--- src/rtl/gardner_pkg.sv ---
// Shared definitions for the Gardner timing recovery chain.
//   ONE / HALF : Q1.15 constants
//   DATA_W     : loop-filter / step word width
//   MU_W       : fractional interval width
//   sat_clamp  : clamps an 18-bit signed value into [lo, hi], returns DATA_W bits
package gardner_pkg;

  localparam int ONE    = 32768;
  localparam int HALF   = 16384;
  localparam int DATA_W = 16;
  localparam int MU_W   = 16;

  // lo/hi are expected to be non-negative and fit in DATA_W bits.
  function automatic logic [DATA_W-1:0] sat_clamp(input logic signed [17:0] x,
                                                  input logic signed [17:0] lo,
                                                  input logic signed [17:0] hi);
    logic signed [17:0] r;
    if (x < lo)      r = lo;
    else if (x > hi) r = hi;
    else             r = x;
    return DATA_W'(r);
  endfunction

endpackage

--- src/rtl/timing_nco_if.sv ---
// Bundle between the timing NCO and its neighbours.
//   en, loop_err_valid, loop_err : sample valid and loop-filter steering
//   strobe, mu, sym_phase, step  : interpolator request, interval, TED phase, debug step
// master drives the inputs of the NCO; slave is the NCO itself.
interface timing_nco_if;
  import gardner_pkg::*;

  logic                     en;
  logic                     loop_err_valid;
  logic signed [DATA_W-1:0] loop_err;
  logic                     strobe;
  logic [MU_W-1:0]          mu;
  logic                     sym_phase;
  logic [DATA_W-1:0]        step;

  modport master (
    output en, loop_err_valid, loop_err,
    input  strobe, mu, sym_phase, step
  );

  modport slave (
    input  en, loop_err_valid, loop_err,
    output strobe, mu, sym_phase, step
  );

endinterface

--- src/rtl/timing_nco.sv ---
// Timing-control NCO for Gardner symbol timing recovery.
// Modulo-1 decrementing counter (Q1.15, 15-bit) advanced on each valid sample.
// Each underflow issues a one-cycle strobe with mu = min(2*eta_old, 32767) and
// toggles sym_phase (on-time / midpoint). The step is nominal + loop error,
// clamped to [STEP_MIN, STEP_MAX].
// Ports:
//   clk   : system clock, rising edge
//   rst_n : asynchronous active-low reset
//   bus   : timing_nco_if.slave (en, loop_err_valid, loop_err in;
//           strobe, mu, sym_phase, step out)
module timing_nco
  import gardner_pkg::*;
#(
  parameter int NOMINAL_STEP = 16384,
  parameter int STEP_MIN     = 12288,
  parameter int STEP_MAX     = 20480
) (
  input  logic         clk,
  input  logic         rst_n,
  timing_nco_if.slave  bus
);

  localparam logic signed [17:0] NOM_S = 18'(NOMINAL_STEP);
  localparam logic signed [17:0] MIN_S = 18'(STEP_MIN);
  localparam logic signed [17:0] MAX_S = 18'(STEP_MAX);
  localparam logic [14:0]        ETA_RST = 15'h7fff;
  localparam logic [MU_W-1:0]    MU_MAX  = MU_W'(ONE - 1);

  logic [14:0]        eta_q, eta_d;
  logic [DATA_W-1:0]  step_q, step_d;
  logic               strobe_q, strobe_d;
  logic [MU_W-1:0]    mu_q, mu_d;
  logic               sym_phase_q, sym_phase_d;

  logic signed [17:0] step_raw;
  logic signed [16:0] diff;
  logic               underflow;
  logic [MU_W-1:0]    eta_x2;

  always_comb begin
    step_raw = NOM_S + {{2{bus.loop_err[DATA_W-1]}}, bus.loop_err};
    step_d   = step_q;
    if (bus.loop_err_valid) step_d = sat_clamp(step_raw, MIN_S, MAX_S);
  end

  // The counter always sees step_q, so a step loaded this cycle applies on the
  // next en. Underflow wraps by +1.0, which is just the low 15 bits of diff.
  always_comb begin
    diff        = signed'({2'b00, eta_q}) - signed'({1'b0, step_q});
    underflow   = diff[16];
    eta_x2      = {eta_q, 1'b0};
    eta_d       = eta_q;
    strobe_d    = 1'b0;
    mu_d        = mu_q;
    sym_phase_d = sym_phase_q;
    if (bus.en) begin
      eta_d = 15'(diff);
      if (underflow) begin
        strobe_d    = 1'b1;
        mu_d        = eta_x2[MU_W-1] ? MU_MAX : eta_x2;
        sym_phase_d = ~sym_phase_q;
      end
    end
  end

  always_ff @(posedge clk or negedge rst_n) begin
    if (!rst_n) begin
      eta_q       <= ETA_RST;
      step_q      <= DATA_W'(NOMINAL_STEP);
      strobe_q    <= 1'b0;
      mu_q        <= '0;
      sym_phase_q <= 1'b1;
    end else begin
      eta_q       <= eta_d;
      step_q      <= step_d;
      strobe_q    <= strobe_d;
      mu_q        <= mu_d;
      sym_phase_q <= sym_phase_d;
    end
  end

  assign bus.strobe    = strobe_q;
  assign bus.mu        = mu_q;
  assign bus.sym_phase = sym_phase_q;
  assign bus.step      = step_q;

endmodule
--- src/flat_wrapper.sv ---
// flat-port wrapper written by rule: the top's interface ports become plain ports
module timing_nco_flat import gardner_pkg::*;
#(
  parameter int NOMINAL_STEP = 16384,
  parameter int STEP_MIN     = 12288,
  parameter int STEP_MAX     = 20480
)
  (clk, rst_n, bus_en, bus_loop_err_valid, bus_loop_err, bus_strobe, bus_mu, bus_sym_phase, bus_step);
  timing_nco_if bus_i ();
  input  logic clk;
  input  logic rst_n;
  input wire logic [$bits(bus_i.en)-1:0] bus_en;
  input wire logic [$bits(bus_i.loop_err_valid)-1:0] bus_loop_err_valid;
  input wire logic [$bits(bus_i.loop_err)-1:0] bus_loop_err;
  output wire logic [$bits(bus_i.strobe)-1:0] bus_strobe;
  output wire logic [$bits(bus_i.mu)-1:0] bus_mu;
  output wire logic [$bits(bus_i.sym_phase)-1:0] bus_sym_phase;
  output wire logic [$bits(bus_i.step)-1:0] bus_step;
  assign bus_i.en = bus_en;
  assign bus_i.loop_err_valid = bus_loop_err_valid;
  assign bus_i.loop_err = bus_loop_err;
  assign bus_strobe = bus_i.strobe;
  assign bus_mu = bus_i.mu;
  assign bus_sym_phase = bus_i.sym_phase;
  assign bus_step = bus_i.step;
  timing_nco #(.NOMINAL_STEP(NOMINAL_STEP), .STEP_MIN(STEP_MIN), .STEP_MAX(STEP_MAX)) u_core (.clk(clk), .rst_n(rst_n), .bus(bus_i));
endmodule
--- config.mk ---
export PLATFORM = sky130hd
export DESIGN_NAME = timing_nco_flat
export DESIGN_NICKNAME = d
export VERILOG_FILES = /design/src/rtl/gardner_pkg.sv /design/src/rtl/timing_nco_if.sv /design/src/rtl/timing_nco.sv /design/src/flat_wrapper.sv
export SDC_FILE = /design/constraint.sdc
export NUM_CORES = 1
export LEC_CHECK = 0
export BUFFER_PORTS_ARGS = -buffer_cell sky130_fd_sc_hd__buf_2
export CORE_ASPECT_RATIO = 0.8
export CORE_UTILIZATION = 30
export DETAILED_ROUTE_END_ITERATION = 8
export GPL_TIMING_DRIVEN = 0
export PLACE_DENSITY_LB_ADDON = 0.3
export SKIP_CTS_REPAIR_TIMING = 1
export SYNTH_ARGS = -nofsm -noshare
export SYNTH_HDL_FRONTEND = slang
export SYNTH_SLANG_ARGS = --single-unit
--- constraint.sdc ---
create_clock -name clk -period 4.5 [get_ports clk]
set_clock_uncertainty 0.15 [all_clocks]
set_input_delay 0.9 -clock clk [delete_from_list [all_inputs] [get_ports clk]]
set_output_delay 0.9 -clock clk [all_outputs]
set_load 0.01 [all_outputs]
# Word-level counts from Yosys, hierarchy flattened
# Index checks and enable logic that the tools add are counted.
dict set report classes {
  addsub 2
  multipliers 0
  div_mod_pow 0
  order_cmp 2
  eq_ne 0
  n_shift 0
  n_mux 5
  n_bitwise 1
  n_reduce_logical 1
}
# operator n
set op_table {}
lappend op_table {{two-way mux 16 bit} 2}
lappend op_table {{adder 16 x 16 -> 17 bit, first input constant} 1}
lappend op_table {{> comparator 17 x 16 -> 1 bit, second input constant} 1}
lappend op_table {{less-than comparator 17 x 15 -> 1 bit, second input constant} 1}
lappend op_table {{subtractor 15 x 16 -> 17 bit} 1}
lappend op_table {{two-way mux 15 bit} 1}
lappend op_table {{two-way mux 1 bit} 2}
lappend op_table {{AND reduction 2 bit} 1}
lappend op_table {{NOT 1 bit} 1}
dict set report totals {
  regBits 49
  latchBits 0
  mem_bits_rw 0
  romBits 0
  input_bits 20
  memories 0
}

# Logic depth before layout (Yosys ltp)
dict set report depth {
  depth_word 4
  mapped_depth 10
}

# Worst setup path before layout
# No wires, ideal clock.
dict set report synth_path {
  kind {register to register}
  from {register u_core.eta_q[0]}
  to {register u_core.mu_q[0] (netlist: u_core.bus.mu[0])}
  setup_time_ns 0.127
  arrival_time_ns 2.339
  required_time_ns 4.223
  path_slack_ns 1.884
  stages_incl_launch_ff 10
  path_buffers 1
  period_less_slack_ns 2.616
  path_cell_list {dfstp_2 -> inv_1 -> ha_1 -> fa_1 -> nand2b_1 -> a21oi_1 -> o21ai_1 -> o31a_1 -> buf_6 -> mux2_1}
}
dict set report synth_via {
  elab_chain_cells 2
}
# element line_no
set synth_lines {}
lappend synth_lines {{start, declared} timing_nco.sv:29} ;# logic [14:0] eta_q, eta_d;
lappend synth_lines {{start signal, assigned} timing_nco.sv:74} ;# eta_q <= eta_d;
lappend synth_lines {{subtractor 15 x 16 -> 17 bit} timing_nco.sv:49} ;# diff = signed'({2'b00, eta_q}) - signed'({1'b0, step_q});
lappend synth_lines {{AND reduction 2 bit (no line)} --}
lappend synth_lines {{end signal, assigned} timing_nco.sv:77} ;# mu_q <= mu_d;
lappend synth_lines {{end, declared} timing_nco.sv:32} ;# logic [MU_W-1:0] mu_q, mu_d;
# No other way between the ends.
# A chain may end at the register's enable or synchronous reset.

# Final worst setup path
# Same ends and word-level chain as after synthesis.

==> summary.txt <==
Run status
  • Status: finished, violations left
  • Failing checks: DRC

Die
  • Num ports: 54
  • Die area: 0.00992 mm²
  • Rows: 31
  • Chip width: 111 µm
  • Initial Util: ~31%
  • Core Footprint: 0.00915 mm²
  • Die H: 89.3 µm

CTS
  • Clk sinks: 48
  • CTS Root Cell: clkbuf_16
  • CTS tree: yes
  • Clock tree buffer depth: 2
  • H-Tree Depth: 2
  • Number of buffers created by CTS: 5
  • Worst-path clk slew: about 0.060 ns
  • Worst-Skew Late Latency: between 0.2 and 0.3 ns

Synth
  • Number of flops mapped to enable cells by yosys: 0
  • Synthesized area per cell: 9.52 µm²
  • Asr flop ratio synth: 100%
  • Most used DFF post-synth: dfrtp_1
  • Area leader, netlist: dfrtp_1
  • Syn Nets: 339
  • Ys Warns: 0
  • Synthesized flop and latch total: 48
  • Cells after synthesis: 300
  • Synth cell types: 56
  • Mapped Area: about 0.0029 mm²
  • Top-area cell type share of the netlist area: 27.2%
  • Area contributors post-synth: dfrtp_1 27%, dfstp_2 16%, ha_1 7.9%
  • Sequential area share after synthesis: a little over two fifths

Timing
  • Worst hold margin: between 0.3 and 0.4 ns
  • PnR worst setup slack: 1.62 ns
  • Slew HR: 26.4%
  • Final hold vios: 0
  • Setup TNS: 0 ns
  • Final period utilization: about 64%
  • Actual slew at the worst max-slew pin: 1.10 ns
  • Minimum clock period after layout: a little under 3 ns
  • Fmax: 347 MHz
  • Setup-failing EPs final: 0
  • Pins Over Slew Limit: 0
  • RSZ-0062 raised after global routing: false

Min path
  • Hold Path End: u_core.bus.mu[0]
  • Hold path startpoint: u_core.bus.mu[0]
  • Min-delay worst type: reg2reg
  • Hold depth: 1

Placed design
  • Port Buffers: slightly above 50
  • Pre-CTS setup slack: 1.49 ns
  • Placer Congestion: approximately 0.84
  • Detailed Place HPWL: 5330 µm

Power
  • Pleak: 1.63 nW
  • Switching portion of total power: 38.9%
  • Comb pwr share: 48.9%
  • P_int: ~1.4 mW
  • Clock network fraction of total power: 19.1%
  • Power consumption: 2.36 mW
  • PD cells: between 600 and 700 mW/mm²
  • Maximum vdd ir drop: approximately 220 µV
  • Sequential Power Share: 32.0%
  • Net Sw Power: roughly 0.9 mW

Worst setup path
  • Critical-path cell list: inv_1 -> ha_1 -> fa_1 -> nand2b_1 -> a21oi_1 -> o21ai_1 -> o31a_1 -> buf_6 -> mux2_1
  • Slowest cell on crit path: dfstp_2
  • Worst setup path category: reg2reg
  • Worst R2R End: u_core.bus.mu[0]
  • CP required: 4.52 ns
  • Critical path's largest stage delay: 0.53 ns
  • Worst Path Arrival: 2.91 ns
  • Critical path peak fanout: 8
  • Setup crit start kind: flop
  • R2r worst-path depth: 9
  • CP Capture Type: flop
  • Reg-to-Reg Start: u_core.eta_q[0]
  • Reg-to-reg slack, setup: 1.62 ns

GRT
  • Initial antenna violation count: 0
  • Total gr overflow: 0
  • Number of global-route vias before repair: between 2000 and 2500
  • Pin count of the biggest net entering global routing: 49
  • First-pass GRT wire length: between 10000 and 15000 µm
  • Global Route Usage Sum: 15.1%

Routing
  • Post-route ant nets: 0
  • Initial DRC Count: 116
  • Routed WL: slightly below 7000 µm
  • First-pass DRT Iterations: 7
  • DR vias/cell: 4.94
  • # DRC: 11
  • Via count: 2343
  • Wire per inst: 14.6 µm

Finish
  • Nets: around 400
  • Final Core Density: between 30% and 40%
  • Area growth from synthesis to layout: 20.4%
  • Inserted Diodes: 0
  • Layout cells sized above 1: 25.3%

Run
  • Max-cap viol count: 0
-- stage by stage --
step                      instances  cell area (µm²)
after global routing            474             3440
after global placement          466             3260
final                           474             3440
after detailed placement        466             3260
after CTS                       474             3440
after floorplan                 300             2860
-- Yosys cell counts, drive strengths merged (3+ instances only) --
cell,count
ha,18
dfstp,17
nor2b,4
mux2,8
xnor2,6
o31ai,4
dfrtp,31
a21oi,17
o22ai,13
nand3,3
o21ai,5
nand2,28
nand4,5
or3,4
o2111ai,3
clkbuf,7
nor2,23
buf,4
inv,39
a21o,4
mux2i,16
nor4,4
nand2b,5
-- worst max-delay path: cells and delay by family (launching register included) --
family                   cells  cell delay, ns
multiplexers                 1            0.30
AND/OR/NAND/NOR              1            0.18
AO/OA/AOI/OAI                3            0.80
adder cells (fa/ha/maj)      2            0.61
buffers and inverters        2            0.20
flip-flops                   1            0.53
-- per-layer routing --
layer	GRT usage (%)	wire length, µm
met5	0	0
met4	4.05	33
met3	2.71	340
met2	21.9	2680
met1	22.9	3870
-- cell families after synthesis --
| kind of cell | after synthesis | share of synthesized area [%] |
|---|---|---|
| other | 1 | 0.131 |
| adders and majority gates | 19 | 8.59 |
| AOI/OAI and AO/OA | 65 | 15.1 |
| muxes | 24 | 8.76 |
| xor gates and xnor gates | 8 | 2.45 |
| DFF | 48 | 42.8 |
| buffers and inverters | 50 | 7.23 |
| and+or+nand+nor | 85 | 14.9 |
-- cell usage in the layout, fill, tap and decap left out, types with 3 or more instances in the layout --
cell type  instances
o21ai_0            4
dfrtp_1           31
xnor2_1            6
a21oi_1           17
nor4_1             4
o2111ai_1          3
clkbuf_16          5
dfstp_2           17
ha_1              18
nand2b_1           5
nor2_1            23
nand3_1            3
mux2i_1           16
o31ai_1            4
mux2_2             7
a21o_1             4
buf_2             51
nand2_1           26
clkbuf_1           7
inv_1             39
nor2b_1            4
o22ai_1           13
nand4_1            5
-- cell type report --
type | instances | area (µm²)
fillers | 947 | 5720
multi-input cells | 202 | 1430
flip-flops and latches | 48 | 1220
repair buffers | 51 | 255
clock buffers | 7 | 153
inverters | 39 | 146
well taps | 115 | 144
plain buffers | 11 | 60.1
clock inverters | 1 | 30.0
-- power by group through the flow --
stage	Sequential [mW]	Clock, mW	Combinational (mW)
after CTS	0.758	0.467	1.16
after detailed placement	0.765	0	1.15
after global routing	0.780	0.481	1.30
final	0.756	0.452	1.15
after global placement	0.762	0	1.13
after floorplan	0.779	0	0.823
-- registers in the layout, indices dropped and copies added, names as in the netlist --
register,flops
u_core.bus.step,16
u_core.bus.mu,15
u_core.eta_q,15
u_core.bus.strobe,1
u_core.bus.sym_phase,1
-- worst max path at each step --
stage / startpoint / end / slack, ns / cells past startpoint
global route: u_core.eta_q[0] / u_core.bus.mu[12] / 1.50 / 10
floorplan: u_core.eta_q[0] / u_core.bus.mu[0] / 1.88 / 9
global placement: bus_loop_err[14] / u_core.bus.step[2] / 1.54 / 8
CTS: u_core.eta_q[0] / u_core.bus.mu[0] / 1.62 / 9
detailed placement: bus_loop_err[14] / u_core.bus.step[3] / 1.49 / 8
finish: u_core.eta_q[0] / u_core.bus.mu[0] / 1.62 / 9
Power figures use the tool's default switching activity.
